### config.mk
export PLATFORM = sky130hd
export DESIGN_NAME = wptr_full
export DESIGN_NICKNAME = d
export VERILOG_FILES = /design/src/rtl/fifo_pkg.sv /design/src/rtl/sync_2ff.sv /design/src/rtl/wptr_full.sv
export SDC_FILE = /design/constraint.sdc
export NUM_CORES = 1
export LEC_CHECK = 0
export CAP_MARGIN = 40
export CORE_UTILIZATION = 40
export DETAILED_ROUTE_END_ITERATION = 12
export PLACE_DENSITY = 0.71
export RECOVER_POWER = 50
export SETUP_SLACK_MARGIN = 0.05
export SYNTH_ARGS = -nofsm -noshare
export SYNTH_HDL_FRONTEND = slang
export SYNTH_HIERARCHICAL = 1
export SYNTH_SLANG_ARGS = --single-unit
export TNS_END_PERCENT = 10
### constraint.sdc
create_clock -name wclk -period 2.06 [get_ports wclk]
set_input_delay 0.412 -clock wclk [delete_from_list [all_inputs] [get_ports wclk]]
set_output_delay 0.412 -clock wclk [all_outputs]
set_load 0.05 [all_outputs]
### src/rtl/fifo_pkg.sv
// Shared helpers for the dual-clock FIFO pointer stages: Gray conversion and full-compare.
package fifo_pkg;

   localparam int FIFO_ADDR_WIDTH = 3;
   localparam int PTR_MAX_W       = 32;

   typedef logic [PTR_MAX_W-1:0] ptr_t;

   // Operands are zero-extended to PTR_MAX_W, so these work for any pointer width up to that.
   function automatic ptr_t bin2gray(input ptr_t b);
      return b ^ (b >> 1);
   endfunction

   function automatic ptr_t gray2bin(input ptr_t g);
      ptr_t b;
      b[PTR_MAX_W-1] = g[PTR_MAX_W-1];
      for (int i = PTR_MAX_W - 2; i >= 0; i--) begin
         b[i] = b[i+1] ^ g[i];
      end
      return b;
   endfunction

   // Gray pointer a full write side must equal: read pointer with its top two bits inverted.
   function automatic ptr_t full_gray(input ptr_t g, input int aw);
      return g ^ (ptr_t'(3) << (aw - 1));
   endfunction

endpackage

### src/rtl/sync_2ff.sv
// Two-flop synchroniser for Gray pointers crossing clock domains; both stages reset to 0.
module sync_2ff #(
   parameter int WIDTH = 1
) (
   input  logic             wclk,
   input  logic             wrst,
   input  logic [WIDTH-1:0] d,
   output logic [WIDTH-1:0] q
);

   logic [WIDTH-1:0] q1_q;
   logic [WIDTH-1:0] q2_q;

   always_ff @(posedge wclk) begin
      if (wrst) begin
         q1_q <= '0;
         q2_q <= '0;
      end else begin
         q1_q <= d;
         q2_q <= q1_q;
      end
   end

   assign q = q2_q;

endmodule

### src/rtl/wptr_full.sv
// Write-side pointer, full/overflow and (with FIFO_WLEVEL_EN) level/almost-full logic of the async FIFO.
// Macro FIFO_WLEVEL_EN builds wlevel/walmost_full; without it both outputs are tied to 0.
module wptr_full
   import fifo_pkg::*;
#(
   parameter int ADDR_WIDTH   = FIFO_ADDR_WIDTH,
   parameter int AFULL_THRESH = 6
) (
   input  logic                  wclk,
   input  logic                  wrst,
   input  logic                  winc,
   input  logic [ADDR_WIDTH:0]   rptr,
   output logic                  wen,
   output logic [ADDR_WIDTH-1:0] waddr,
   output logic [ADDR_WIDTH:0]   wptr,
   output logic                  wfull,
   output logic                  walmost_full,
   output logic [ADDR_WIDTH:0]   wlevel,
   output logic                  woverflow
);

   localparam int PW    = ADDR_WIDTH + 1;
   localparam int DEPTH = 1 << ADDR_WIDTH;

   if (ADDR_WIDTH < 2 || AFULL_THRESH < 1 || AFULL_THRESH > DEPTH) begin : g_bad_params
      $error("wptr_full: ADDR_WIDTH or AFULL_THRESH out of range");
   end

   logic [PW-1:0] wbin_q, wbin_d;
   logic [PW-1:0] wptr_q, wgray_d;
   logic [PW-1:0] rq2;
   logic          wfull_q, wfull_d;
   logic          wovf_q, wovf_d;
   logic          accept;

   sync_2ff #(.WIDTH(PW)) u_rsync (
      .wclk (wclk),
      .wrst (wrst),
      .d    (rptr),
      .q    (rq2)
   );

   always_comb begin
      accept  = winc & ~wfull_q;
      wbin_d  = wbin_q + PW'(accept);
      wgray_d = PW'(bin2gray(ptr_t'(wbin_d)));
      wfull_d = (wgray_d == PW'(full_gray(ptr_t'(rq2), ADDR_WIDTH)));
      wovf_d  = wovf_q | (winc & wfull_q);
   end

   always_ff @(posedge wclk) begin
      if (wrst) begin
         wbin_q  <= '0;
         wptr_q  <= '0;
         wfull_q <= 1'b0;
         wovf_q  <= 1'b0;
      end else begin
         wbin_q  <= wbin_d;
         wptr_q  <= wgray_d;
         wfull_q <= wfull_d;
         wovf_q  <= wovf_d;
      end
   end

   assign wen       = accept;
   assign waddr     = wbin_q[ADDR_WIDTH-1:0];
   assign wptr      = wptr_q;
   assign wfull     = wfull_q;
   assign woverflow = wovf_q;

`ifdef FIFO_WLEVEL_EN
   // Level uses the synchronised read pointer, so it lags reads and never under-reports.
   logic [PW-1:0] rbin_s;
   logic [PW-1:0] wlevel_q, wlevel_d;
   logic          wafull_q, wafull_d;

   always_comb begin
      rbin_s   = PW'(gray2bin(ptr_t'(rq2)));
      wlevel_d = wbin_d - rbin_s;
      wafull_d = (wlevel_d >= PW'(AFULL_THRESH));
   end

   always_ff @(posedge wclk) begin
      if (wrst) begin
         wlevel_q <= '0;
         wafull_q <= 1'b0;
      end else begin
         wlevel_q <= wlevel_d;
         wafull_q <= wafull_d;
      end
   end

   assign wlevel       = wlevel_q;
   assign walmost_full = wafull_q;
`else
   assign wlevel       = '0;
   assign walmost_full = 1'b0;
`endif

endmodule
### Word-level counts from Yosys, hierarchy flattened

Index checks and enable logic that the tools add are counted.

| word-level totals | value |
|---|---|
| ROM bits | 0 |
| register bits after elaboration | 18 |
| bits in writable memories | 0 |
| bits in latches | 0 |
| memories | 0 |
| input port bits | 7 |
| word-level logic and storage cells | 14 |

| operators by class | value |
|---|---|
| multipliers | 0 |
| divide/modulo/power cells | 0 |
| bitwise gates (word level) | 6 |
| add/subtract/negate cells | 1 |
| eq/ne operators | 1 |
| order comparisons | 0 |
| shift-type cells | 0 |
| reduce and logical (&&, ||, !) cells | 0 |
| multiplexer cells | 0 |

Operators by type and width:

| kind | number |
|---|---|
| 4-bit by 1-bit adder with 4-bit output | 1 |
| 4-bit == test | 1 |
| 4-bit by 3-bit XOR with 4-bit output | 1 |
| 1-bit AND | 2 |
| 2-bit NOT | 1 |
| 1-bit NOT | 1 |
| 1-bit OR | 1 |

### Logic depth before layout (Yosys ltp)

| depth | value |
|---|---|
| word-level depth | 5 |
| depth in mapped cells | 6 |
| depth with buffers taken out | 6 |

### By module

Netlist, hierarchy kept.

Modules (own cells, without submodules):

| module | area an instance (um^2) | seq. area each (um^2) | cells an instance | times used |
|---|---|---|---|---|
| wptr_full | 476.7 | 180.2 | 43 | 1 |
| sync_2ff | 210.2 | 160.2 | 16 | 1 |

### Worst setup path after synthesis

OpenSTA, ideal clock, no wires.

| timing | value |
|---|---|
| path kind | register to register |
| from | register wfull_q, in the netlist wfull |
| to | register wfull_q, in the netlist wfull |
| data arrival time | 2.644 ns |
| setup slack | -0.672 ns |
| required time | 1.972 ns |
| path buffers | 0 |
| library setup time | 0.088 ns |
| cell stages (with the launch flop) | 7 |
| cell sequence | dfxtp_1 > nor2b_1 > ha_1 > ha_1 > xnor3_1 > xnor2_1 > nor4_2 |

| on the way | value |
|---|---|
| cells in the longest elaborated chain, start to end | 5 |

Ends and longest elaborated chain:

| item | RTL line | source |
|---|---|---|
| from (decl) | wptr_full.sv:32 | `logic wfull_q, wfull_d;` |
| from (signal assigned) | wptr_full.sv:60 | `wfull_q <= wfull_d;` |
| 1-bit NOT | wptr_full.sv:44 | `accept = winc & ~wfull_q;` |
| 1-bit AND | wptr_full.sv:44 |  |
| net wen | wptr_full.sv:13 | `output logic wen,` |
| 4-bit by 1-bit adder with 4-bit output | wptr_full.sv:45 | `wbin_d = wbin_q + PW'(accept);` |
| 4-bit by 3-bit XOR with 4-bit output | fifo_pkg.sv:11 | `return b ^ (b >> 1);` |
| 4-bit == test | wptr_full.sv:47 | `wfull_d = (wgray_d == PW'(full_gray(ptr_t'(rq2), ADDR_WIDTH)));` |

The timed path passes the listed nets, and every way through them passes these cells.
A chain may end at the register's enable or synchronous reset.

### Final worst setup path

| timing | value |
|---|---|
| from | input winc |
| to | register wfull_q, in the netlist wfull |

| on the way | value |
|---|---|
| cells in the longest elaborated chain, start to end | 4 |

Ends and longest elaborated chain:

| item | RTL line | source |
|---|---|---|
| from (decl) | wptr_full.sv:11 | `input logic winc,` |
| 1-bit AND | wptr_full.sv:44 |  |
| 4-bit by 1-bit adder with 4-bit output | wptr_full.sv:45 |  |
| net wbin_d[1] | wptr_full.sv:29 | `logic [PW-1:0] wbin_q, wbin_d;` |
| 4-bit by 3-bit XOR with 4-bit output | fifo_pkg.sv:11 |  |
| 4-bit == test | wptr_full.sv:47 |  |

The timed path passes the listed nets, and every way through them passes these cells.

==> flow_summary.toml <==
[final_layout]
nFillCells = 139
regArea_um2 = 344.1
final_cells = 98
final_util_pct = 60.83
area_growth_pct = 38.07
diodes = 0
fin_nets = 92
drive_gt1_share_pct = 17.07
multi_input_area_um2 = 352.8

[detailed_routing]
wirelength_um = 930
drcViolationCount = 4
wl_met2_um = 453
routed.top_layer = "met3"
drtPass1Iterations = 7
routedWlPerCell_um = 9.490
avgViaCountPerCell = 4.306
drtIter0Drc = 8
wl_met1_um = 412
postRouteAntennaNets = 0
wl_met3_um = 64
vias = 422

[worst_setup_path]
cp_max_fo = 3
path_class = "in2reg"
critPathCaptureType = "flip-flop"
critPathLaunch = "winc"
regToRegStartpoint = "wfull"
required_ns = 2.26
start_kind = "input port"
crit_chain = "clkdlybuf4s50_1 > nor2b_4 > ha_4 > ha_4 > xnor3_1 > xnor2_1 > nor4_2"
crit_path_max_incr_delay_ns = 0.42
crit_path_frequent_cell = "ha_4"
crit_path_top_delay_cell = "clkdlybuf4s50_1"
arrival_ns = 2.17

[run_status]
violations = "DRC"
status = "finished with violations"

[global_routing]
grt_usage_pct = 11.94
grt_first_pass_wirelength_um = 1656
antenna_found_initial = 0
grt_max_degree = 17
grt_pass1_vias = 401
grt-ovfl-total = 0

[power]
comb_power_share_pct = 25.8
internal-power_mw = 0.5064
pwr-share-clk_pct = 24.3
swShare_pct = 28.62
p_leak_nw = 0.4025
share_seq_of_total_power_pct = 49.9
p_per_area_mw_per_mm2 = 748.0
power_mw = 0.7094
ir_worst_vdd_mv = 0.4380
switchingPower_mw = 0.2030

[yosys]
yosys_warnings = 6
synthTopCellsByArea = "dfxtp_1 (50%), nor2b_1 (10%), xnor3_1 (9.8%)"
postSynthAreaPerCell_um2 = 11.64
synth_top_area_share_pct = 49.54
synth_cells = 59
syn-cell-area_um2 = 686.9
ys_types = 15
synth_seq_area_share_pct = 49.54
yosysTopAreaCell = "dfxtp_1"
synth_seq_cells = 17

[clock_network]
postCtsSetupBuffers = 0
cts_sinks = 17
cts_inserted_buffers = 3
clk_latency_ns = 0.28
cts_root_buf = "clkbuf_4"
cts_hold_buf = 0
cts_tree = "done"
clk_pin_slew_ns = 0.10
cts_buffer_depth = 2
htree_num_levels = 1

[floorplanning]
ios = 22
rows = 14
core-area_mm2 = 0.001559
die_w_um = 43.44
initial_utilization_pct = 44.06
die_area_mm2 = 0.001887
die_y_um = 43.44

[sta]
timing.fmax_mhz = 507.4
setup_violations = 0
holdWs_ns = 0.4416
rsz0062_at_grt = "yes"
worstMarginPinSlew_ns = 0.6374
clock_skew_ns = 0.006965
relSlewSlack_pct = 57.51
hold_viol = 0
fin_crit_ns = 1.971
fin_tns_setup_ns = 0
final-max-slew-violation-count = 0
min_period_over_period_pct = 95.67

[run]
cap_violations = 0

[placement]
gp_congestion = 0.6812
place_hpwl_um = 725.4
port_buffers = 16
placedCellCount = 94

[hold_path]
hp-class = "reg2reg"
hp-start = "u_rsync/q1_q[3]"
cell usage after synthesis, drive strengths merged:
| cell type | count |
|---|---|
| nand3 | 1 |
| dfxtp | 17 |
| nor4 | 1 |
| buf | 5 |
| a21boi | 1 |
| a21oi | 1 |
| clkbuf | 1 |
| xnor3 | 3 |
| xor2 | 2 |
| xnor2 | 6 |
| conb | 1 |
| ha | 2 |
| nor2 | 6 |
| nand2b | 1 |
| nor2b | 11 |
metrics by stage:
stage | setup WS (ns) | cell area, µm²
after floorplan | 0.08654 | 738.2
after global placement | -0.1520 | 924.6
after detailed placement | -0.2084 | 924.6
after CTS | 0.06547 | 949.7
after global routing | 0.02110 | 948.4
final | 0.08916 | 948.4
final timing paths:
check | end | slack (ns) | cells after the start
worst max register to register | wfull | 0.36 | 6
worst min-delay path | u_rsync/q[3] | 0.44 | 1
worst max-delay path | wfull | 0.09 | 7
worst min register to register | u_rsync/q[3] | 0.44 | 1
power by group through the flow:
| stage | combinational (mW) | sequential [mW] | clock [mW] |
|---|---|---|---|
| CTS | 0.186 | 0.354 | 0.183 |
| global placement | 0.184 | 0.362 | 0 |
| global route | 0.194 | 0.357 | 0.195 |
| finish | 0.183 | 0.354 | 0.172 |
| floorplan | 0.104 | 0.398 | 0 |
| detailed placement | 0.187 | 0.362 | 0 |
registers in the layout, indices dropped and copies added, names as in the netlist:
name and cells:
u_rsync/q1_q 4, u_rsync/q 4, wbin_q 4, wptr 3, wfull 1, woverflow 1
cells in the final DEF, fill, tap and decap left out:
| cell type | synthesis | layout |
|---|---|---|
| ha_4 | 0 | 2 |
| dfxtp_1 | 17 | 16 |
| nand3_1 | 1 | 1 |
| buf_4 | 5 | 4 |
| dfxtp_4 | 0 | 1 |
| clkbuf_1 | 1 | 2 |
| dlymetal6s2s_1 | 0 | 1 |
| clkdlybuf4s50_1 | 0 | 12 |
| a21boi_4 | 1 | 1 |
| dlygate4sd2_1 | 0 | 1 |
| nor2b_4 | 0 | 1 |
| xor2_1 | 2 | 2 |
| buf_12 | 0 | 1 |
| conb_1 | 1 | 5 |
| xnor2_1 | 6 | 6 |
| nand2b_1 | 1 | 1 |
| a21oi_1 | 1 | 1 |
| nor4_2 | 1 | 1 |
| nor2b_1 | 11 | 10 |
| dlygate4sd3_1 | 0 | 1 |
| xnor3_1 | 3 | 3 |
| clkbuf_4 | 0 | 3 |
| nor2_1 | 6 | 6 |
layout make-up:
type | count | area share [%]
Sequential cell | 17 | 36.28
Tap cell | 16 | 2.111
Multi-Input combinational cell | 40 | 37.20
Timing Repair Buffer | 21 | 21.64
Clock buffer | 4 | 2.770
worst max-delay path, delay by kind of cell:
family,cells,cell delay [ns]
buffers and inverters,1,0.42
adder cells (fa/ha/maj),2,0.43
XOR/XNOR,2,0.56
AND/OR/NAND/NOR,2,0.34
layer usage:
metal  vias up  track usage, %
li1        220               -
met1       183           13.61
met2        19           20.30
met3         0           3.750
met4         0           5.625
met5         -               0
repair_timing:
item	CTS	global route
endpoints found under the setup margin	1	2
resized for setup	1	1
hold endpoints to repair	0	0
cloned	0	0
logic make-up after synthesis:
kind of cell | count (synthesis) | share of synthesized area [%]
xor gates and xnor gates | 11 | 20.04
and+or+nand+nor | 20 | 16.76
buffers and inverters | 6 | 6.011
adders and majority gates | 2 | 3.642
DFF | 17 | 49.55
AOI/OAI and AO/OA | 2 | 3.460
other | 1 | 0.5459
Power figures use the tool's default switching activity.
